**src/rtl/game_pkg.sv**
```systemverilog
// Shared game-logic types: magnet FSM states, energy width and saturating
// energy arithmetic helpers.
package game_pkg;

  localparam int unsigned ENERGY_W = 8;

  typedef logic [ENERGY_W-1:0] energy_t;

  typedef enum logic [1:0] {
    MG_IDLE,
    MG_ARMED,
    MG_LOCKED,
    MG_COOLDOWN
  } magnet_state_t;

  // Subtract, clamping at zero.
  function automatic energy_t sat_sub(energy_t a, energy_t b);
    return (a > b) ? energy_t'(a - b) : '0;
  endfunction

  // Add, clamping at lim.
  function automatic energy_t sat_add(energy_t a, energy_t b, energy_t lim);
    logic [ENERGY_W:0] sum;
    sum = {1'b0, a} + {1'b0, b};
    return (sum > {1'b0, lim}) ? lim : energy_t'(sum);
  endfunction

endpackage

```
**src/rtl/magnet_arbiter_if.sv**
```systemverilog
// Magnet arbiter bus: keyboard/collision inputs towards the arbiter and the
// per-machine enables plus status back to the movement and HUD logic.
interface magnet_arbiter_if #(
  parameter int unsigned NUM_MACHINES = 4
);
  import game_pkg::*;

  localparam int unsigned GRANT_W = $clog2(NUM_MACHINES);

  logic                    startOfFrame;
  logic                    game_active;
  logic                    magnet_key;
  logic [NUM_MACHINES-1:0] collision_doc;
  logic [NUM_MACHINES-1:0] magnet_on;
  logic [GRANT_W-1:0]      grant_id;
  logic                    magnet_active;
  logic                    armed;
  logic                    cooldown;
  energy_t                 energy;

  modport master (
    output startOfFrame, game_active, magnet_key, collision_doc,
    input  magnet_on, grant_id, magnet_active, armed, cooldown, energy
  );

  modport slave (
    input  startOfFrame, game_active, magnet_key, collision_doc,
    output magnet_on, grant_id, magnet_active, armed, cooldown, energy
  );

endinterface

```
**src/rtl/magnet_arbiter_rr_picker.sv**
```systemverilog
// Combinational round-robin picker: first set request strictly after last,
// wrapping modulo N. Generic so other shared resources can reuse it.
module rr_picker #(
  parameter  int unsigned N = 4,
  localparam int unsigned W = $clog2(N)
) (
  input  logic [N-1:0] req,
  input  logic [W-1:0] last,
  output logic [W-1:0] idx,
  output logic         valid
);

  always_comb begin
    int unsigned k;
    k     = 0;
    idx   = '0;
    valid = 1'b0;
    for (int unsigned off = 1; off <= N; off++) begin
      k = 32'(last) + off;
      if (k >= N) k = k - N;
      if (!valid && req[W'(k)]) begin
        valid = 1'b1;
        idx   = W'(k);
      end
    end
  end

endmodule

```
**src/rtl/magnet_arbiter.sv**
```systemverilog
// Doctor's magnet sequencer: arms on key, locks one machine round-robin on
// contact, and runs the drain / recharge / cooldown energy budget.
module magnet_arbiter
  import game_pkg::*;
#(
  parameter int unsigned NUM_MACHINES       = 4,
  parameter int unsigned ENERGY_MAX         = 255,
  parameter int unsigned ARM_THRESHOLD      = 32,
  parameter int unsigned DRAIN_PER_FRAME    = 2,
  parameter int unsigned ARMED_DRAIN        = 1,
  parameter int unsigned RECHARGE_PER_FRAME = 1,
  parameter int unsigned COOLDOWN_FRAMES    = 60
) (
  input  logic             clk,
  input  logic             resetN,
  magnet_arbiter_if.slave  bus
);

  localparam int unsigned GRANT_W = $clog2(NUM_MACHINES);
  localparam int unsigned CD_W    = $clog2(COOLDOWN_FRAMES + 1);

  localparam energy_t E_MAX      = energy_t'(ENERGY_MAX);
  localparam energy_t E_ARM      = energy_t'(ARM_THRESHOLD);
  localparam energy_t E_DRAIN    = energy_t'(DRAIN_PER_FRAME);
  localparam energy_t E_ARMDRAIN = energy_t'(ARMED_DRAIN);
  localparam energy_t E_RECHARGE = energy_t'(RECHARGE_PER_FRAME);

  magnet_state_t           state_q, state_d;
  energy_t                 energy_q, energy_d;
  logic [CD_W-1:0]         cd_q, cd_d;
  logic [GRANT_W-1:0]      last_q, last_d;
  logic [GRANT_W-1:0]      grant_q, grant_d;
  logic [NUM_MACHINES-1:0] on_q, on_d;
  logic                    active_q, armed_q, cool_q;

  logic [GRANT_W-1:0]      pick_idx;
  logic                    pick_valid;

  rr_picker #(
    .N (NUM_MACHINES)
  ) u_picker (
    .req   (bus.collision_doc),
    .last  (last_q),
    .idx   (pick_idx),
    .valid (pick_valid)
  );

  // Next state, energy budget and grant selection.
  always_comb begin
    state_d  = state_q;
    energy_d = energy_q;
    cd_d     = cd_q;
    last_d   = last_q;
    grant_d  = grant_q;
    on_d     = '0;

    unique case (state_q)
      MG_IDLE: begin
        if (bus.game_active && bus.startOfFrame)
          energy_d = sat_add(energy_q, E_RECHARGE, E_MAX);
        if (bus.game_active && bus.magnet_key && (energy_q >= E_ARM))
          state_d = MG_ARMED;
      end

      MG_ARMED: begin
        if (!bus.game_active) begin
          state_d = MG_IDLE;
        end else begin
          if (bus.startOfFrame)
            energy_d = sat_sub(energy_q, E_ARMDRAIN);
          if (bus.startOfFrame && (energy_d == '0)) begin
            state_d = MG_COOLDOWN;
            cd_d    = CD_W'(COOLDOWN_FRAMES);
          end else if (!bus.magnet_key) begin
            state_d = MG_IDLE;
          end else if (pick_valid) begin
            state_d = MG_LOCKED;
            grant_d = pick_idx;
            last_d  = pick_idx;
          end
        end
      end

      // Contact may be lost while locked; the grant is held regardless.
      MG_LOCKED: begin
        if (!bus.game_active) begin
          state_d = MG_IDLE;
        end else begin
          if (bus.startOfFrame)
            energy_d = sat_sub(energy_q, E_DRAIN);
          if (bus.startOfFrame && (energy_d == '0)) begin
            state_d = MG_COOLDOWN;
            cd_d    = CD_W'(COOLDOWN_FRAMES);
          end else if (!bus.magnet_key) begin
            state_d = MG_IDLE;
          end
        end
      end

      MG_COOLDOWN: begin
        if (bus.startOfFrame) begin
          if (cd_q <= CD_W'(1)) begin
            cd_d    = '0;
            state_d = MG_IDLE;
          end else begin
            cd_d = cd_q - CD_W'(1);
          end
        end
      end

      default: state_d = MG_IDLE;
    endcase

    if (state_d == MG_LOCKED)
      on_d[grant_d] = 1'b1;
  end

  // State and registered outputs, decoded from the next state.
  always_ff @(posedge clk or negedge resetN) begin
    if (!resetN) begin
      state_q  <= MG_IDLE;
      energy_q <= E_MAX;
      cd_q     <= '0;
      last_q   <= GRANT_W'(NUM_MACHINES - 1);
      grant_q  <= '0;
      on_q     <= '0;
      active_q <= 1'b0;
      armed_q  <= 1'b0;
      cool_q   <= 1'b0;
    end else begin
      state_q  <= state_d;
      energy_q <= energy_d;
      cd_q     <= cd_d;
      last_q   <= last_d;
      grant_q  <= grant_d;
      on_q     <= on_d;
      active_q <= (state_d == MG_LOCKED);
      armed_q  <= (state_d == MG_ARMED);
      cool_q   <= (state_d == MG_COOLDOWN);
    end
  end

  assign bus.magnet_on     = on_q;
  assign bus.grant_id      = grant_q;
  assign bus.magnet_active = active_q;
  assign bus.armed         = armed_q;
  assign bus.cooldown      = cool_q;
  assign bus.energy        = energy_q;

endmodule
```
**src/flat_wrapper.sv**
```systemverilog
// flat-port wrapper written by rule: the top's interface ports become plain ports
module magnet_arbiter_flat import game_pkg::*;
#(
  parameter int unsigned NUM_MACHINES       = 4,
  parameter int unsigned ENERGY_MAX         = 255,
  parameter int unsigned ARM_THRESHOLD      = 32,
  parameter int unsigned DRAIN_PER_FRAME    = 2,
  parameter int unsigned ARMED_DRAIN        = 1,
  parameter int unsigned RECHARGE_PER_FRAME = 1,
  parameter int unsigned COOLDOWN_FRAMES    = 60
)
  (clk, resetN, bus_startOfFrame, bus_game_active, bus_magnet_key, bus_collision_doc, bus_magnet_on, bus_grant_id, bus_magnet_active, bus_armed, bus_cooldown, bus_energy);
  magnet_arbiter_if #(.NUM_MACHINES(NUM_MACHINES)) bus_i ();
  input  logic clk;
  input  logic resetN;
  input wire logic [$bits(bus_i.startOfFrame)-1:0] bus_startOfFrame;
  input wire logic [$bits(bus_i.game_active)-1:0] bus_game_active;
  input wire logic [$bits(bus_i.magnet_key)-1:0] bus_magnet_key;
  input wire logic [$bits(bus_i.collision_doc)-1:0] bus_collision_doc;
  output wire logic [$bits(bus_i.magnet_on)-1:0] bus_magnet_on;
  output wire logic [$bits(bus_i.grant_id)-1:0] bus_grant_id;
  output wire logic [$bits(bus_i.magnet_active)-1:0] bus_magnet_active;
  output wire logic [$bits(bus_i.armed)-1:0] bus_armed;
  output wire logic [$bits(bus_i.cooldown)-1:0] bus_cooldown;
  output wire logic [$bits(bus_i.energy)-1:0] bus_energy;
  assign bus_i.startOfFrame = bus_startOfFrame;
  assign bus_i.game_active = bus_game_active;
  assign bus_i.magnet_key = bus_magnet_key;
  assign bus_i.collision_doc = bus_collision_doc;
  assign bus_magnet_on = bus_i.magnet_on;
  assign bus_grant_id = bus_i.grant_id;
  assign bus_magnet_active = bus_i.magnet_active;
  assign bus_armed = bus_i.armed;
  assign bus_cooldown = bus_i.cooldown;
  assign bus_energy = bus_i.energy;
  magnet_arbiter #(.NUM_MACHINES(NUM_MACHINES), .ENERGY_MAX(ENERGY_MAX), .ARM_THRESHOLD(ARM_THRESHOLD), .DRAIN_PER_FRAME(DRAIN_PER_FRAME), .ARMED_DRAIN(ARMED_DRAIN), .RECHARGE_PER_FRAME(RECHARGE_PER_FRAME), .COOLDOWN_FRAMES(COOLDOWN_FRAMES)) u_core (.clk(clk), .resetN(resetN), .bus(bus_i));
endmodule
```
**config.mk**
```make
export PLATFORM = sky130hd
export DESIGN_NAME = magnet_arbiter_flat
export DESIGN_NICKNAME = d
export VERILOG_FILES = /design/src/rtl/game_pkg.sv /design/src/rtl/magnet_arbiter_if.sv /design/src/rtl/magnet_arbiter_rr_picker.sv /design/src/rtl/magnet_arbiter.sv /design/src/flat_wrapper.sv
export SDC_FILE = /design/constraint.sdc
export NUM_CORES = 1
export LEC_CHECK = 0
export BUFFER_PORTS_ARGS = -buffer_cell sky130_fd_sc_hd__buf_4
export CORE_ASPECT_RATIO = 1.25
export CORE_MARGIN = 4
export CORE_UTILIZATION = 64
export CTS_BUF_LIST = sky130_fd_sc_hd__clkbuf_16
export DETAILED_ROUTE_END_ITERATION = 8
export GPL_TIMING_DRIVEN = 0
export PLACE_DENSITY = 0.83
export SLEW_MARGIN = 5
export SYNTH_ARGS = -nofsm -noshare
export SYNTH_HDL_FRONTEND = slang
export SYNTH_SLANG_ARGS = --single-unit
```
**constraint.sdc**
```tcl
create_clock -name clk -period 7.55 [get_ports clk]
set_clock_uncertainty 0.05 [all_clocks]
set_input_delay 1.51 -clock clk [delete_from_list [all_inputs] [get_ports clk]]
set_output_delay 1.51 -clock clk [all_outputs]
set_load 0.05 [all_outputs]
```
==> key figures <==
Clock network
  • Root Driver: clkbuf_16
  • Resized Gates After CTS: 0
  • Number of post-CTS setup repair buffers: 0
  • CTS HTree Levels: 1
  • Worst skew pair latency: roughly 0.26 ns
  • Clock input transition at the sequential cells of the worst setup and hold paths: about 0.07 ns
  • CTS buffer count: 3
  • Maximum count of clock buffers along a single path: 2
  • TritonCTS sink count: 27
  • CTS tree: yes
  • Hold bufs inserted after CTS: 0

STA
  • Fin Hold WS: just under 0.5 ns
  • Tightest Pin Transition: 0.6372 ns
  • Count of final hold-check violations: 0
  • Post-route clock period utilization: 0.4538
  • Final critical path time including I/O delays and setup: 3.426 ns
  • Setup violations, final: 0
  • Upper clock frequency limit: 291.8 MHz
  • Total Negative Setup Slacks: 0 ns
  • Max transition margin: 0.5735
  • Unrepaired setup endpoints after global routing: false
  • Fin worst setup slack: between 4 and 5 ns
  • Number of pins with negative max-slew slack in the final report: 0

Routing
  • Remaining antenna violation count after routing: 0
  • Total routed wirelength: about 6.0 mm
  • Total iterations of the first detailed-routing run: 4
  • Average wire per standard cell: 16.86 um
  • Initial drt markers: between 100 and 150
  • Detailed-route via count: 2,250
  • DRC errors left: 0
  • Vias per cell: ~6.4

Cells and area
  • Area growth syn-to-layout: 13.33%
  • Area taken by flip-flops and latches: 688.2 um2
  • Area used by multi-input combinational logic: 1540 um2
  • Net count, final: ~340
  • Antenna fix cells: 0
  • Layout fillers: 297
  • Final Util: 0.7595
  • Fraction of final layout cells sized beyond drive strength 1: 0.2102

Power and ir drop
  • Leak pwr: approximately 0.0011 uW
  • Worst-case vdd ir drop: 279.6 uV
  • Power per standard cell area: a little over 400 nW/um2

Synthesis
  • Sequential area share after synthesis: 0.2898
  • EDFF count, synth: 0
  • Summed instance area of the synthesized netlist: 2375 um2
  • Top cells by count, synth: nor2_1, nand2_1, o21ai_0
  • Multiplexer share of the synthesized area: 0.02582
  • Ys flop type: dfrtp_1
  • Leading cell type by number of instances after synthesis: nor2_1
  • Area share of the largest cell type after synthesis: 0.1791
  • Post-synthesis net count: between 300 and 400
  • Count of state elements after synthesis: 27
  • Synth area leaders: dfrtp_1, dfstp_2, ha_1
  • Share of the synthesized area in compound gates (AO/OA/AOI/OAI): 0.2698
  • Number of unique standard cell types used by synthesis: 68
  • Average cell area after synthesis: roughly 8.3 um2
  • Area fraction in and, or, nand and nor cells after synthesis: 0.2540
  • Share of the synthesized netlist area taken by xor and xnor gates: 0.02529
  • Post-synth top area cell: dfrtp_1
  • Largest family of logic cells by synthesized area: compound AO/OA/AOI/OAI gates
  • Adder-cell share of the synthesized area: 0.07376
  • Asr flop ratio synth: 1.000
  • Count of warnings emitted by yosys: 0
  • Cells after synthesis: roughly 290

Floorplan
  • Die boundary width: 62.49 um
  • Die height: roughly 76 um
  • Area of the die: approximately 4800 um2
  • I/O pin cnt: 26
  • Row cnt: 24
  • Area of the placeable core: between 3000 and 4000 um2
  • Starting utilization of the core area: 0.6702

Worst setup path
  • Worst EP required: ~7.7 ns
  • Crit-path max FO: 10
  • Slowest cell delay on critical path: ~0.44 ns
  • Worst Path Arrival: between 3 and 4 ns
  • Endpoint type of the worst setup path: register
  • Cell family with most CP delay: compound AO/OA/AOI/OAI gates
  • Buf/Inv on CP: 3
  • Chain of cells forming the critical path: buf_4 -> clkbuf_1 -> o2111ai_1 -> nor2_1 -> a211oi_1 -> a2111oi_2 -> buf_2 -> nand2_1 -> a22o_1
  • Cell with the biggest individual delay on the critical path: a2111oi_2
  • Crit Path Category: in2reg
  • Launching element type of the critical path: input port

Min path
  • Class of the most critical hold timing path: reg2reg

Outcome
  • Run status: finished clean

Global route
  • Antenna violations before repair: 0
  • Total congestion overflow after global routing: 0
  • Maximum number of pins on one net before global-route repair: 28
  • Number of global-route vias before repair: roughly 2,300
  • Global-route wire length before repair: ~10 mm
  • All-Layer GR Usage: 0.2600

Placed design
  • Sum of net half-perimeters after detailed placement: about 4.5 mm
  • Placement-stage worst setup slack: around 3.9 ns
  • Routability congestion estimate: between 0.8 and 0.9
  • Count of input and output buffers: 25

Run
  • Max-cap violation count: 0
[layout make-up]
type | count | area share
Clock inverter | 1 | 0.001860
Inverter | 16 | 0.02232
Multi-Input combinational cell | 225 | 0.5723
Clock buffer | 3 | 0.02789
Buffer | 17 | 0.03208
Sequential cell | 27 | 0.2557
Tap cell | 39 | 0.01813
Timing Repair Buffer | 25 | 0.06974
[registers in the layout, indices dropped and copies added (netlist names)]
| register | flops |
|---|---|
| u_core.last_q | 2 |
| u_core.cd_q | 6 |
| u_core.bus.magnet_active | 1 |
| u_core.bus.magnet_on | 4 |
| u_core.bus.cooldown | 1 |
| u_core.state_q | 2 |
| u_core.bus.energy | 8 |
| u_core.bus.armed | 1 |
| u_core.bus.grant_id | 2 |
[metal layers]
metal	routed length (um)	up-vias	part of all wire	track usage
met4	192	0	0.032	0.1104
met3	308	18	0.052	0.02802
met1	2411	1057	0.41	0.3088
li1	-	1088	-	-
met2	3038	87	0.51	0.4685
met5	0	-	0	0
[worst paths after layout]
path                            cells past startpoint            startpoint              endpoint  slack (ns)
worst max-delay path                                9      bus_startOfFrame        u_core.cd_q[4]        4.12
worst max register to register                     11  u_core.bus.energy[2]        u_core.cd_q[4]        4.12
max in group asynchronous                           1                resetN  u_core.bus.energy[7]        6.04
worst min register to register                      1        u_core.cd_q[2]        u_core.cd_q[2]        0.50
min in group asynchronous                           1                resetN        u_core.cd_q[2]        1.10
worst min-delay path                                1        u_core.cd_q[2]        u_core.cd_q[2]        0.50
[where the power goes]
group          switching, uW  total (uW)  internal [uW]
registers               39.0         250            211
logic                    481         735            254
clock network           49.8         121           71.5
total                    569        1110            536
[stage by stage]
stage          instance area, um2  instances  power (uW)
2_1_floorplan                2375        285       802.9
3_3_place_gp                 2611        349       958.2
3_5_place_dp                 2611        349       977.4
4_1_cts                      2691        353        1100
5_1_grt                      2691        353        1190
6_report                     2691        353        1106
[layout by cell type (no fill, tap or decap), types with 3 or more instances in the layout]
cell type	n
a211oi_1	4
a21o_1	4
a21oi_1	18
a22o_1	3
buf_2	3
buf_4	26
clkbuf_1	11
clkbuf_16	3
dfrtp_1	17
dfstp_2	10
ha_1	14
inv_1	15
nand2_1	28
nand2b_1	6
nand3_1	6
nand3b_1	4
nor2_1	34
nor3_1	9
nor4_1	3
o21ai_0	19
o21ai_1	3
o21bai_1	3
o221ai_1	3
o22a_1	4
or2_2	3
xor2_1	3
[worst reg2reg max path, stage by stage (launching register included)]
cell       delay [ns]
dfstp_2          0.57
clkbuf_1         0.37
inv_1            0.19
ha_1             0.29
and2_1           0.23
nand4_1          0.12
xor2_1           0.39
a311oi_1         0.22
a2111oi_2        0.34
buf_2            0.29
nand2_1          0.07
a22o_1           0.18
[cells by family after synthesis]
kind of cell,Yosys count
muxes,5
adders and majority gates,14
xor gates and xnor gates,6
buffers and inverters,33
and+or+nand+nor,112
AOI/OAI and AO/OA,88
DFF,27
(Power assumes the default switching activity.)
